**src/rtl/regfile_wport_sched.sv**
```systemverilog
// Shares the register-file write port between the pipeline and muldiv writebacks
// using round-robin arbitration, and tracks outstanding muldiv destinations in a busy scoreboard.
module regfile_wport_sched #(
  parameter int NREG   = 32,
  parameter int DATA_W = 32,
  parameter int AW     = $clog2(NREG)
) (
  input  logic              clock,
  input  logic              reset_n,
  input  logic              p_valid,
  input  logic [AW-1:0]     p_addr,
  input  logic [DATA_W-1:0] p_data,
  output logic              p_ready,
  input  logic              m_valid,
  input  logic [AW-1:0]     m_addr,
  input  logic [DATA_W-1:0] m_data,
  output logic              m_ready,
  input  logic              claim_valid,
  input  logic [AW-1:0]     claim_addr,
  output logic              claim_ready,
  input  logic [AW-1:0]     rs_addr,
  input  logic [AW-1:0]     rt_addr,
  output logic              stall,
  output logic [AW-1:0]     a3,
  output logic [DATA_W-1:0] wd3,
  output logic              we3
);

  // last_grant_m is 1 when the muldiv unit won the most recent transfer
  logic            last_grant_m;
  logic [NREG-1:0] busy;
  logic [NREG-1:0] busy_nxt;
  logic            grant_p;
  logic            grant_m;
  logic            claim_take;

  always_comb begin
    grant_p = p_valid && (!m_valid || last_grant_m);
    grant_m = m_valid && (!p_valid || !last_grant_m);
  end

  assign p_ready = grant_p;
  assign m_ready = grant_m;

  // Write port follows the winner; address 0 handshakes but never writes
  always_comb begin
    a3  = '0;
    wd3 = '0;
    if (grant_p) begin
      a3  = p_addr;
      wd3 = p_data;
    end else if (grant_m) begin
      a3  = m_addr;
      wd3 = m_data;
    end
    we3 = (grant_p || grant_m) && (a3 != '0);
  end

  assign claim_ready = !busy[claim_addr] || (claim_addr == '0);
  assign claim_take  = claim_valid && claim_ready && (claim_addr != '0);

  // A claim is applied after the muldiv clear so a same-address set wins
  always_comb begin
    busy_nxt = busy;
    if (grant_m)
      busy_nxt[m_addr] = 1'b0;
    if (claim_take)
      busy_nxt[claim_addr] = 1'b1;
    busy_nxt[0] = 1'b0;
  end

  // Stall looks only at registered state; the register file writes at the edge
  assign stall = busy[rs_addr] || busy[rt_addr];

  always_ff @(posedge clock or negedge reset_n) begin
    if (!reset_n) begin
      busy         <= '0;
      last_grant_m <= 1'b1;
    end else begin
      busy <= busy_nxt;
      if (grant_p)
        last_grant_m <= 1'b0;
      else if (grant_m)
        last_grant_m <= 1'b1;
    end
  end

endmodule

```
**config.mk**
```make
export PLATFORM = sky130hd
export DESIGN_NAME = regfile_wport_sched
export DESIGN_NICKNAME = d
export VERILOG_FILES = /design/src/rtl/regfile_wport_sched.sv
export SDC_FILE = /design/constraint.sdc
export NUM_CORES = 1
export LEC_CHECK = 0
export ABC_AREA = 1
export BUFFER_PORTS_ARGS = -buffer_cell sky130_fd_sc_hd__buf_2
export CAP_MARGIN = 20
export CORE_MARGIN = 1.5
export CORE_UTILIZATION = 46
export DETAILED_ROUTE_END_ITERATION = 10
export PLACE_DENSITY = 0.78
export SLEW_MARGIN = 5
export SYNTH_ARGS = -nofsm -noshare
export SYNTH_HDL_FRONTEND = slang
export SYNTH_SLANG_ARGS = --single-unit
```
**constraint.sdc**
```tcl
create_clock -name clock -period 3.3 [get_ports clock]
set_input_delay 0.33 -clock clock [delete_from_list [all_inputs] [get_ports clock]]
set_output_delay 0.33 -clock clock [all_outputs]
set_load 0.005 [all_outputs]
```
==> results.sh, run 1 <==
export IMPL_grt_util_met3_pct=3.60
export IMPL_crit_top_cell="nand2_1"
export IMPL_vias=4041
export IMPL_area_delta_synth_final_pct=23.7
export IMPL_drt_wirelength_per_cell_um=17.3
export IMPL_p_sw_share_pct=41.9
export IMPL_antenna_found_initial=0
export IMPL_drtIter0Drc=467
export IMPL_finalNetCount=710
export IMPL_fillers=650
export IMPL_clk_path_buf_depth=2
export IMPL_reg2reg_slack_ns=1.32
export IMPL_grtUsageMet2_pct=57.7
export IMPL_leakagePower_uw=0.00205
export IMPL_p_clk_share_pct=23.1
export IMPL_ant_nets=0
export IMPL_synthesis_instances=498
export IMPL_irDropWorstVdd_v=0.000229
export IMPL_register_area_um2=802
export IMPL_power_density_nw_per_um2=435
export IMPL_hold_buffers=0
export IMPL_cp_cell_sequence="inv_1 -> nand2_1 -> nand2_1 -> inv_1 -> nand2_1 -> o21ai_0 -> nor2_1 -> nand2_1 -> buf_2"
export IMPL_cpMaxStageDelayCell="dfstp_2"
export IMPL_slew_viol_final=0
export IMPL_die_w_um=84.9
export IMPL_violations="DRC"
export IMPL_fp_dieH_um=84.9
export IMPL_syn_num_nets=592
export IMPL_portBuffers=135
export IMPL_finalSetupTns_ns=0
export IMPL_r2r_start="last_grant_m"
export IMPL_ios=136
export IMPL_grt_overflow=0
export IMPL_arrival_ns=2.04
export IMPL_fmax_mhz=422
export IMPL_grt_pass1_wl_mm=18.8
export IMPL_min_period_over_period_pct=71.7
export IMPL_path_max_fanout=25
export IMPL_critPathTopFamily="buffers and inverters"
export IMPL_timing_rr_end="busy[31]"
export IMPL_mostFrequentLayoutCells="nand2_1 (150), buf_2 (135), nand3_1 (51)"
export IMPL_viasPerCell=5.82
export IMPL_timing_final_hold_violations=0
export IMPL_synth_distinct_cells=28
export IMPL_finalSetupViolCount=0
export IMPL_drc=2
export IMPL_crit_cells=9
export IMPL_avgSynthCellArea_um2=6.20
export IMPL_clkTransAtPathRegs_ns=0.07
export IMPL_top_usage_layer="met2"
export IMPL_power_total_uw=1660
export IMPL_comb_power_share_pct=37.8
export IMPL_postLayoutCoreUtil_pct=59.5
export IMPL_fp_coreArea_um2=6420
export IMPL_place_ws_ns=1.17
export IMPL_yosys_warnings=0
export IMPL_fp_dieArea_um2=7210
export IMPL_initial_core_util_pct=48.1
export IMPL_postLayoutCellArea_um2=3820
export IMPL_crit_buf_inv=3
export IMPL_worst_setup_path_type="flip-flop to output port"
export IMPL_drive_above_1_share_pct=26.4
export IMPL_drt_pass1_iterations=10
export IMPL_clkSinkCount=32
export IMPL_place_area_um2=3710
export IMPL_synth_area_um2=3090
export IMPL_rows=29
export IMPL_cellInternalPower_uw=966
export IMPL_ys_ff_latch=32
export IMPL_final_common_cell="nand2_1"
export IMPL_max_stage_delay_ns=0.53
export IMPL_holdCritPathClass="primary input to async pin"
export IMPL_grt_max_degree=38
export IMPL_layout_min_cycle_time_ns=2.37
export IMPL_switching_power_uw=696
export IMPL_cts_htree_levels=2
export IMPL_maxSlewHeadroom_pct=52.5
export IMPL_place_gp_congestion=0.972
export IMPL_outcome="finished, violations left"
export IMPL_n_antenna_cell=0
export IMPL_setup_ws_ns=0.933
export IMPL_post_cts_resize_count=0
export IMPL_dpl_hpwl_mm=9.32
export IMPL_start_kind="flip-flop"
export IMPL_cts_buffers=5
export IMPL_maxCapViolations=0
export IMPL_cts_tree="done"
export IMPL_wl_mm=12.0
export IMPL_worstRegToRegCells=6
export IMPL_grt_pass1_vias=3602
export IMPL_endpoint_kind="output port"
export IMPL_cts_root_buf="clkbuf_8"
export IMPL_fin_skew_ns=0.00376
export IMPL_met1_usage_pct=43.3
export IMPL_rsz0062_at_grt="false"
export IMPL_insertion_delay_ns=0.29
export IMPL_postCtsSetupBuffers=0
export IMPL_grtUsageTotal_pct=33.5
export IMPL_worst_slew_pin_slew_ns=0.712
export IMPL_power_frac_seq_pct=39.1
export IMPL_cp_required_ns=2.97
export IMPL_ys_seq_area_share_pct=26.0
export IMPL_multi_input_area_um2=1940
==> sequential cells by signal (all words and copies together) (netlist names) <==
| signal | flops |
|---|---|
| busy | 31 |
| last_grant_m | 1 |
==> synthesized netlist by cell type (all sizes together) <==
cell type  count  area, µm²
a21oi          4       20.0
dfrtp         31        776
clkbuf         4       15.0
nand4         31        194
a22o          32        280
nand3         52        265
nand2        156        606
dfstp          1       26.3
o211ai         5       37.5
o21ai         54        270
nor2          49        201
and2           1       6.26
nor3           9       45.0
buf           24        168
nand3b         1       7.51
or2            1       6.26
inv           43        164
==> per-stage QoR <==
| step | instances | hold WS, ns |
|---|---|---|
| 3_3_place_gp | 686 | 0.412 |
| 4_1_cts | 694 | 0.108 |
| 2_1_floorplan | 498 | 0.0344 |
| 5_1_grt | 694 | 0.142 |
| 6_report | 694 | 0.0839 |
| 3_5_place_dp | 686 | 0.415 |
==> routing by layer <==
| metal | up-vias | share of wire, % | wire (µm) |
|---|---|---|---|
| li1 | 1927 | - | - |
| met1 | 1817 | 39 | 4710 |
| met2 | 259 | 49 | 5880 |
| met3 | 38 | 8.1 | 971 |
| met4 | 0 | 3.5 | 425 |
| met5 | - | 0 | 0 |
==> worst reg2reg max path, cell delays in order (launching register included) <==
cell and delay, ns:
dfstp_2 0.37, nand2_1 0.05, nand2_1 0.14, inv_2 0.46, nand3_1 0.45, o21ai_0 0.32, nand2_1 0.08
==> cells by family after synthesis <==
| group | Yosys count | share of synthesized area [%] |
|---|---|---|
| compound gates | 95 | 19.7 |
| buf+inv | 71 | 11.2 |
| simple gates | 300 | 43.1 |
| flops | 32 | 26.0 |
==> cell type report <==
cell class | count | area share, %
flip-flops and latches | 32 | 21.0
inverters | 43 | 4.29
clock inverters | 3 | 1.11
repair buffers | 139 | 18.5
clock buffers | 5 | 1.80
multi-input cells | 395 | 50.8
well taps | 77 | 2.52
==> how the worst max path moves through the flow <==
stage	from	endpoint	slack [ns]
2_1_floorplan	last_grant_m	wd3[10]	1.63
3_3_place_gp	claim_addr[0]	claim_ready	1.18
3_5_place_dp	claim_addr[0]	claim_ready	1.17
4_1_cts	last_grant_m	we3	0.96
5_1_grt	last_grant_m	we3	0.75
6_report	last_grant_m	we3	0.93
==> power by group through the flow <==
stage	Clock, µW	Sequential (µW)	Combinational (µW)
floorplan	0	563	423
global placement	0	643	607
detailed placement	0	648	618
CTS	381	641	622
global route	398	652	706
finish	383	650	629
Note: power is estimated with default switching activity, not from simulation.
==> run 2: changes to the inputs <==
ABC_AREA = 0   (was 1)
CORE_UTILIZATION = 41   (was 46)
PLACE_DENSITY = 0.77   (was 0.78)
clock period = 2.13 ns   (was 3.3 ns; I/O delays follow)
==> run 2 against run 1 <==
The flow finishes with violations (setup timing). Total power increased by 57%. Sequential power up 55%. Core utilization shrank 0.87 points. Hold slack better by 0.048 ns. Final area shrank 8.1%. Clock power grew 51%. Cell count decreased by 34%. Die area is 6.5% lower. Critical path depth decreased by 3. Sequential cell count unchanged. Sequential share of layout area increased by 1.9 points.
==> results.sh, run 2 <==
export IMPL_rsz0062_at_grt="true"
export IMPL_synth_edf_count=0
export IMPL_worst_setup_path_type="flip-flop to output port"
export IMPL_synthesis_instances=252
export IMPL_ant_nets=0
export IMPL_postLayoutCellArea_um2=3510
export IMPL_max_stage_delay_ns=0.49
export IMPL_wl_mm=9.83
export IMPL_drc=0
export IMPL_synth_area_um2=2570
export IMPL_endpoint_kind="output port"
export IMPL_outcome="finished, violations left"
export IMPL_grtUsageTotal_pct=30.0
export IMPL_arrival_ns=2.01
export IMPL_yosysTopAreaCellShare_pct=30.2
export IMPL_synthArstFlopShare_pct=100
export IMPL_leakagePower_uw=0.00160
export IMPL_layout_min_cycle_time_ns=2.22
export IMPL_worstRegToRegCells=6
export IMPL_yosys_warnings=0
export IMPL_critPathTopFamily="compound AO/OA/AOI/OAI gates"
export IMPL_vias=2985
export IMPL_path_max_fanout=4
export IMPL_power_density_nw_per_um2=744
export IMPL_grt_max_degree=33
export IMPL_ys_ff_latch=32
export IMPL_yosys_top_cells_count="o21ai_0 (48), a22o_1 (37), dfrtp_1 (31)"
export IMPL_worst_slew_pin_slew_ns=0.741
export IMPL_holdPathStages=2
export IMPL_synth_distinct_cells=40
export IMPL_fp_dieH_um=82.1
export IMPL_synthTopCellsByArea="dfrtp_1 (30%), mux4_2 (18%), a22o_1 (13%)"
export IMPL_fp_dieArea_um2=6740
export IMPL_place_gp_congestion=0.950
export IMPL_synth_top_area_cell="dfrtp_1"
export IMPL_cts_buffers=5
export IMPL_clkTransAtPathRegs_ns=0.07
export IMPL_holdCritPathClass="primary input to flip-flop"
export IMPL_cp_required_ns=1.92
export IMPL_ys_seq_area_share_pct=31.3
export IMPL_drt_wirelength_per_cell_um=21.4
export IMPL_cts_htree_levels=2
export IMPL_drive_above_1_share_pct=49.5
export IMPL_fillers=518
export IMPL_synth_main_ff_cell="dfrtp_1"
export IMPL_maxCapViolations=0
export IMPL_min_period_over_period_pct=104
export IMPL_grt_pass1_wl_mm=14.8
export IMPL_antenna_found_initial=0
export IMPL_register_area_um2=805
export IMPL_setup_ws_ns=-0.0935
export IMPL_crit_buf_inv=1
export IMPL_insertion_delay_ns=0.29
export IMPL_fin_skew_ns=0.00829
export IMPL_grt_pass1_vias=2845
export IMPL_violations="setup timing"
export IMPL_syn_num_nets=346
export IMPL_clkSinkCount=32
export IMPL_cts_root_buf="clkbuf_8"
export IMPL_avgSynthCellArea_um2=10.2
export IMPL_largest_reg_flops=31
export IMPL_die_w_um=82.1
export IMPL_clk_path_buf_depth=2
export IMPL_maxSlewHeadroom_pct=50.6
export IMPL_crit_cells=6
export IMPL_drtIter0Drc=380
export IMPL_cpMaxStageDelayCell="mux4_2"
export IMPL_cp_cell_sequence="mux4_2 -> nor2b_4 -> a41oi_2 -> o221ai_2 -> a211oi_2 -> buf_2"
export IMPL_finalSetupViolCount=1
export IMPL_place_area_um2=3330
export IMPL_cts_tree="done"
export IMPL_portBuffers=135
export IMPL_drt_pass1_iterations=5
export IMPL_finalNetCount=477
export IMPL_start_kind="flip-flop"
export IMPL_fmax_mhz=450
export IMPL_viasPerCell=6.50
export IMPL_rows=28
export IMPL_ios=136
export IMPL_synth_most_common_cell="o21ai_0"
export IMPL_multi_input_area_um2=1720
export IMPL_final_common_cell="buf_2"
export IMPL_slew_viol_final=0
export IMPL_initial_core_util_pct=42.8
export IMPL_mostFrequentLayoutCells="buf_2 (135), o21ai_0 (48), a22o_1 (36)"
export IMPL_biggestRegsByFlops="busy (31), last_grant_m (1)"
export IMPL_fp_coreArea_um2=5990
export IMPL_top_register="busy"
export IMPL_grt_overflow=0
export IMPL_area_delta_synth_final_pct=36.8
export IMPL_dpl_hpwl_mm=7.69
export IMPL_irDropWorstVdd_v=0.000387
export IMPL_n_antenna_cell=0
export IMPL_reg2reg_slack_ns=0.13
export IMPL_timing_hold_ws_ns=0.132
export IMPL_timing_final_hold_violations=0
[run 2: power breakdown]
group	total [µW]	internal (µW)	switching (µW)
clock	579	347	232
sequential	1010	786	223
combinational	1020	559	465
[run 2: final timing paths]
| path | to | start |
|---|---|---|
| max | claim_ready | busy[7] |
| min | last_grant_m | p_valid |
| max reg2reg | busy[29] | busy[7] |
| min reg2reg | last_grant_m | last_grant_m |
| max in group asynchronous | busy[26] | reset_n |
| min in group asynchronous | busy[1] | reset_n |
[run 2: cell type report]
| type | count | area share, % |
|---|---|---|
| Multi-Input combinational cell | 195 | 49.1 |
| Sequential cell | 32 | 22.9 |
| Timing Repair Buffer | 145 | 21.8 |
| Tap cell | 75 | 2.67 |
| Clock buffer | 6 | 2.07 |
| Clock inverter | 2 | 0.998 |
| Inverter | 4 | 0.428 |
[run 2: stage by stage]
stage	util (%)	instances	total power (µW)	TNS, ns	setup slack, ns
6_report	58.6	459	2610	-0.0935	-0.0935
5_1_grt	58.6	459	2740	-0.235	-0.167
4_1_cts	57.7	458	2550	-0.0412	-0.0412
3_5_place_dp	55.6	449	1970	0	0.154
3_3_place_gp	55.6	449	1930	0	0.168
2_1_floorplan	-	252	1540	0	0.247
[run 2: kinds of logic after synthesis]
family          synth area share, %
mux                            21.5
simple gates                   12.4
compound gates                 30.9
buf+inv                        4.05
flops                          31.3
[run 2: metal layers]
| layer | global-route usage (%) | wire length [µm] |
|---|---|---|
| met1 | 36.2 | 3590 |
| met2 | 52.0 | 5050 |
| met3 | 6.26 | 880 |
| met4 | 12.4 | 311 |
| met5 | 0 | 0 |
[run 2: what timing repair did]
item | in CTS | in global routing
buffers inserted | 0 | 1
pin swaps | 2 | 2
hold endpoints to repair | 19 | 0
endpoints found under the setup margin | 2 | 3
hold buffers | 1 | 0
resized for setup | 3 | 6
==> run 3: changes to the inputs <==
ABC_AREA = 1   (was 0)
CORE_UTILIZATION = 44   (was 41)
PLACE_DENSITY = 0.78   (was 0.77)
SLEW_MARGIN = unset   (was 5)
==> run 3 against run 2 <==
The run ends with hold timing left. Sequential power decreased by 5%. Wire length increased by 13%. Hold slack got worse by 0.15 ns. Largest cell class unchanged. Count of clock-buffer cells in the layout unchanged. Cell count increased by 56%. Sequential share of layout area decreased by 2.1 points. Worst setup slack improved by 0.28 ns.
==> results.sh, run 3 (synthesis results as in run 1) <==
export IMPL_outcome="finished, violations left"
export IMPL_violations="hold timing"
export IMPL_comb_power_share_pct=41.0
export IMPL_p_clk_share_pct=18.6
export IMPL_cp_endpoint="wd3[11]"
export IMPL_postCtsSetupBuffers=0
export IMPL_power_frac_seq_pct=40.4
export IMPL_n_antenna_cell=0
export IMPL_wl_met1_mm=5.08
export IMPL_grt_pass1_wl_mm=17.2
export IMPL_finalNetCount=713
export IMPL_setup_ws_ns=0.189
export IMPL_finalSetupViolCount=0
export IMPL_maxCapViolations=0
export IMPL_fp_dieH_um=86.8
export IMPL_portBuffers=135
export IMPL_multi_input_area_um2=1940
export IMPL_register_area_um2=802
export IMPL_fmax_mhz=515
export IMPL_clkSinkCount=32
export IMPL_route_top_layer_used="met4"
export IMPL_grt_max_degree=39
export IMPL_met2_wirelength_mm=4.89
export IMPL_vias=3948
export IMPL_arrival_ns=1.73
export IMPL_timing_final_hold_violations=31
export IMPL_startpoint="last_grant_m"
export IMPL_die_w_um=86.8
export IMPL_area_delta_synth_final_pct=24.5
export IMPL_place_ws_ns=0.432
export IMPL_finalSetupTns_ns=0
export IMPL_grtUsageTotal_pct=29.3
export IMPL_initial_core_util_pct=45.5
export IMPL_grt_overflow=0
export IMPL_biggestRegsByFlops="busy (31), last_grant_m (1)"
export IMPL_start_kind="flip-flop"
export IMPL_viasPerCell=5.52
export IMPL_p_sw_share_pct=41.8
export IMPL_r2r_start="busy[15]"
export IMPL_ios=136
export IMPL_mostFrequentLayoutCells="nand2_1 (150), buf_2 (135), nand3_1 (51)"
export IMPL_fillers=683
export IMPL_clk_path_buf_depth=2
export IMPL_maxSlewHeadroom_pct=52.1
export IMPL_path_max_fanout=33
export IMPL_fin_skew_ns=0.00693
export IMPL_post_cts_resize_count=0
export IMPL_min_period_over_period_pct=91.1
export IMPL_leakagePower_uw=0.00206
export IMPL_place_gp_congestion=1.05
export IMPL_holdCritPathClass="primary input to async pin"
export IMPL_wl_mm=11.1
export IMPL_irDropWorstVdd_v=0.000374
export IMPL_fp_coreArea_um2=6790
export IMPL_drtIter0Drc=379
export IMPL_rsz0062_at_grt="false"
export IMPL_timing_rr_end="busy[27]"
export IMPL_fp_dieArea_um2=7530
export IMPL_final_common_cell="nand2_1"
export IMPL_cp_required_ns=1.92
export IMPL_cts_buffers=5
export IMPL_slew_viol_final=0
export IMPL_worstRegToRegCells=10
export IMPL_worst_slew_pin_slew_ns=0.719
export IMPL_worst_setup_path_type="flip-flop to output port"
export IMPL_ant_nets=0
export IMPL_drt_wirelength_per_cell_um=15.5
export IMPL_routed_wl_met3_mm=1.02
export IMPL_dpl_hpwl_mm=8.54
export IMPL_reg2reg_slack_ns=0.52
export IMPL_clkTransAtPathRegs_ns=0.06
export IMPL_rows=30
export IMPL_drt_pass1_iterations=5
export IMPL_insertion_delay_ns=0.29
export IMPL_drive_above_1_share_pct=26.5
export IMPL_cts_tree="done"
export IMPL_drc=0
export IMPL_power_density_nw_per_um2=619
export IMPL_top_register="busy"
export IMPL_largest_reg_flops=31
export IMPL_cellInternalPower_uw=1390
export IMPL_hold_buffers=0
export IMPL_cts_htree_levels=2
export IMPL_antenna_found_initial=0
export IMPL_timing_hold_ws_ns=-0.0218
export IMPL_layout_min_cycle_time_ns=1.94
export IMPL_switching_power_uw=994
export IMPL_grt_pass1_vias=3418
export IMPL_cts_root_buf="clkbuf_8"
export IMPL_endpoint_kind="output port"
==> run 3: changes by cell type in the layout (fill, tap and decap cells not counted), sizes merged, moves of 21 or more <==
cell | previous run | this run
nor2 | 10 | 49
nand2 | 6 | 156
mux4 | 21 | 0
nand3 | 6 | 52
nand4 | 1 | 31
inv | 4 | 43
==> run 3: power by group through the flow <==
stage,clock [µW],combinational [µW],sequential (µW)
global placement,0,930,957
global route,473,1100,977
detailed placement,0,958,960
floorplan,0,655,873
CTS,448,964,950
finish,443,976,961
==> run 3: cell type report <==
class                      count  share of cell area [%]
multi-input combinational    395                    50.5
inverter                      43                    4.26
clock inverter                 1                   0.130
clock buffer                   6                    1.89
timing repair buffer         142                    19.3
sequential                    32                    20.9
tap                           96                    3.12
==> run 3: worst min path at each step <==
stage                     slack (ns)  endpoint
final                          -0.02   busy[1]
after global routing            0.04   busy[1]
after CTS                      0.008  busy[22]
after detailed placement        0.32   busy[1]
after global placement          0.30  busy[20]
after floorplan                -0.08  busy[10]
==> run 3: metal layers <==
metal | vias up | global-route usage, %
li1 | 1932 | -
met1 | 1801 | 46.7
met2 | 203 | 41.5
met3 | 12 | 4.29
met4 | 0 | 6.01
met5 | - | 0
==> run 3: worst max-delay path: stages (launching register included) <==
cell and delay, ns:
dfstp_2 0.53, nand2_1 0.04, nand2_1 0.14, inv_2 0.08, buf_4 0.24, a22o_1 0.27
buf_2 0.14
==> run 3: through the flow <==
| stage | std cells | total power [µW] | hold slack, ns | instance area [µm²] | utilization [%] |
|---|---|---|---|---|---|
| 6_report | 715 | 2380 | -0.0218 | 3840 | 56.6 |
| 5_1_grt | 715 | 2550 | 0.0378 | 3840 | 56.6 |
| 4_1_cts | 715 | 2360 | 0.00777 | 3840 | 56.6 |
| 3_5_place_dp | 708 | 1920 | 0.317 | 3770 | 55.4 |
| 3_3_place_gp | 708 | 1890 | 0.300 | 3770 | 55.4 |
| 2_1_floorplan | 498 | 1530 | -0.0826 | 3090 | - |
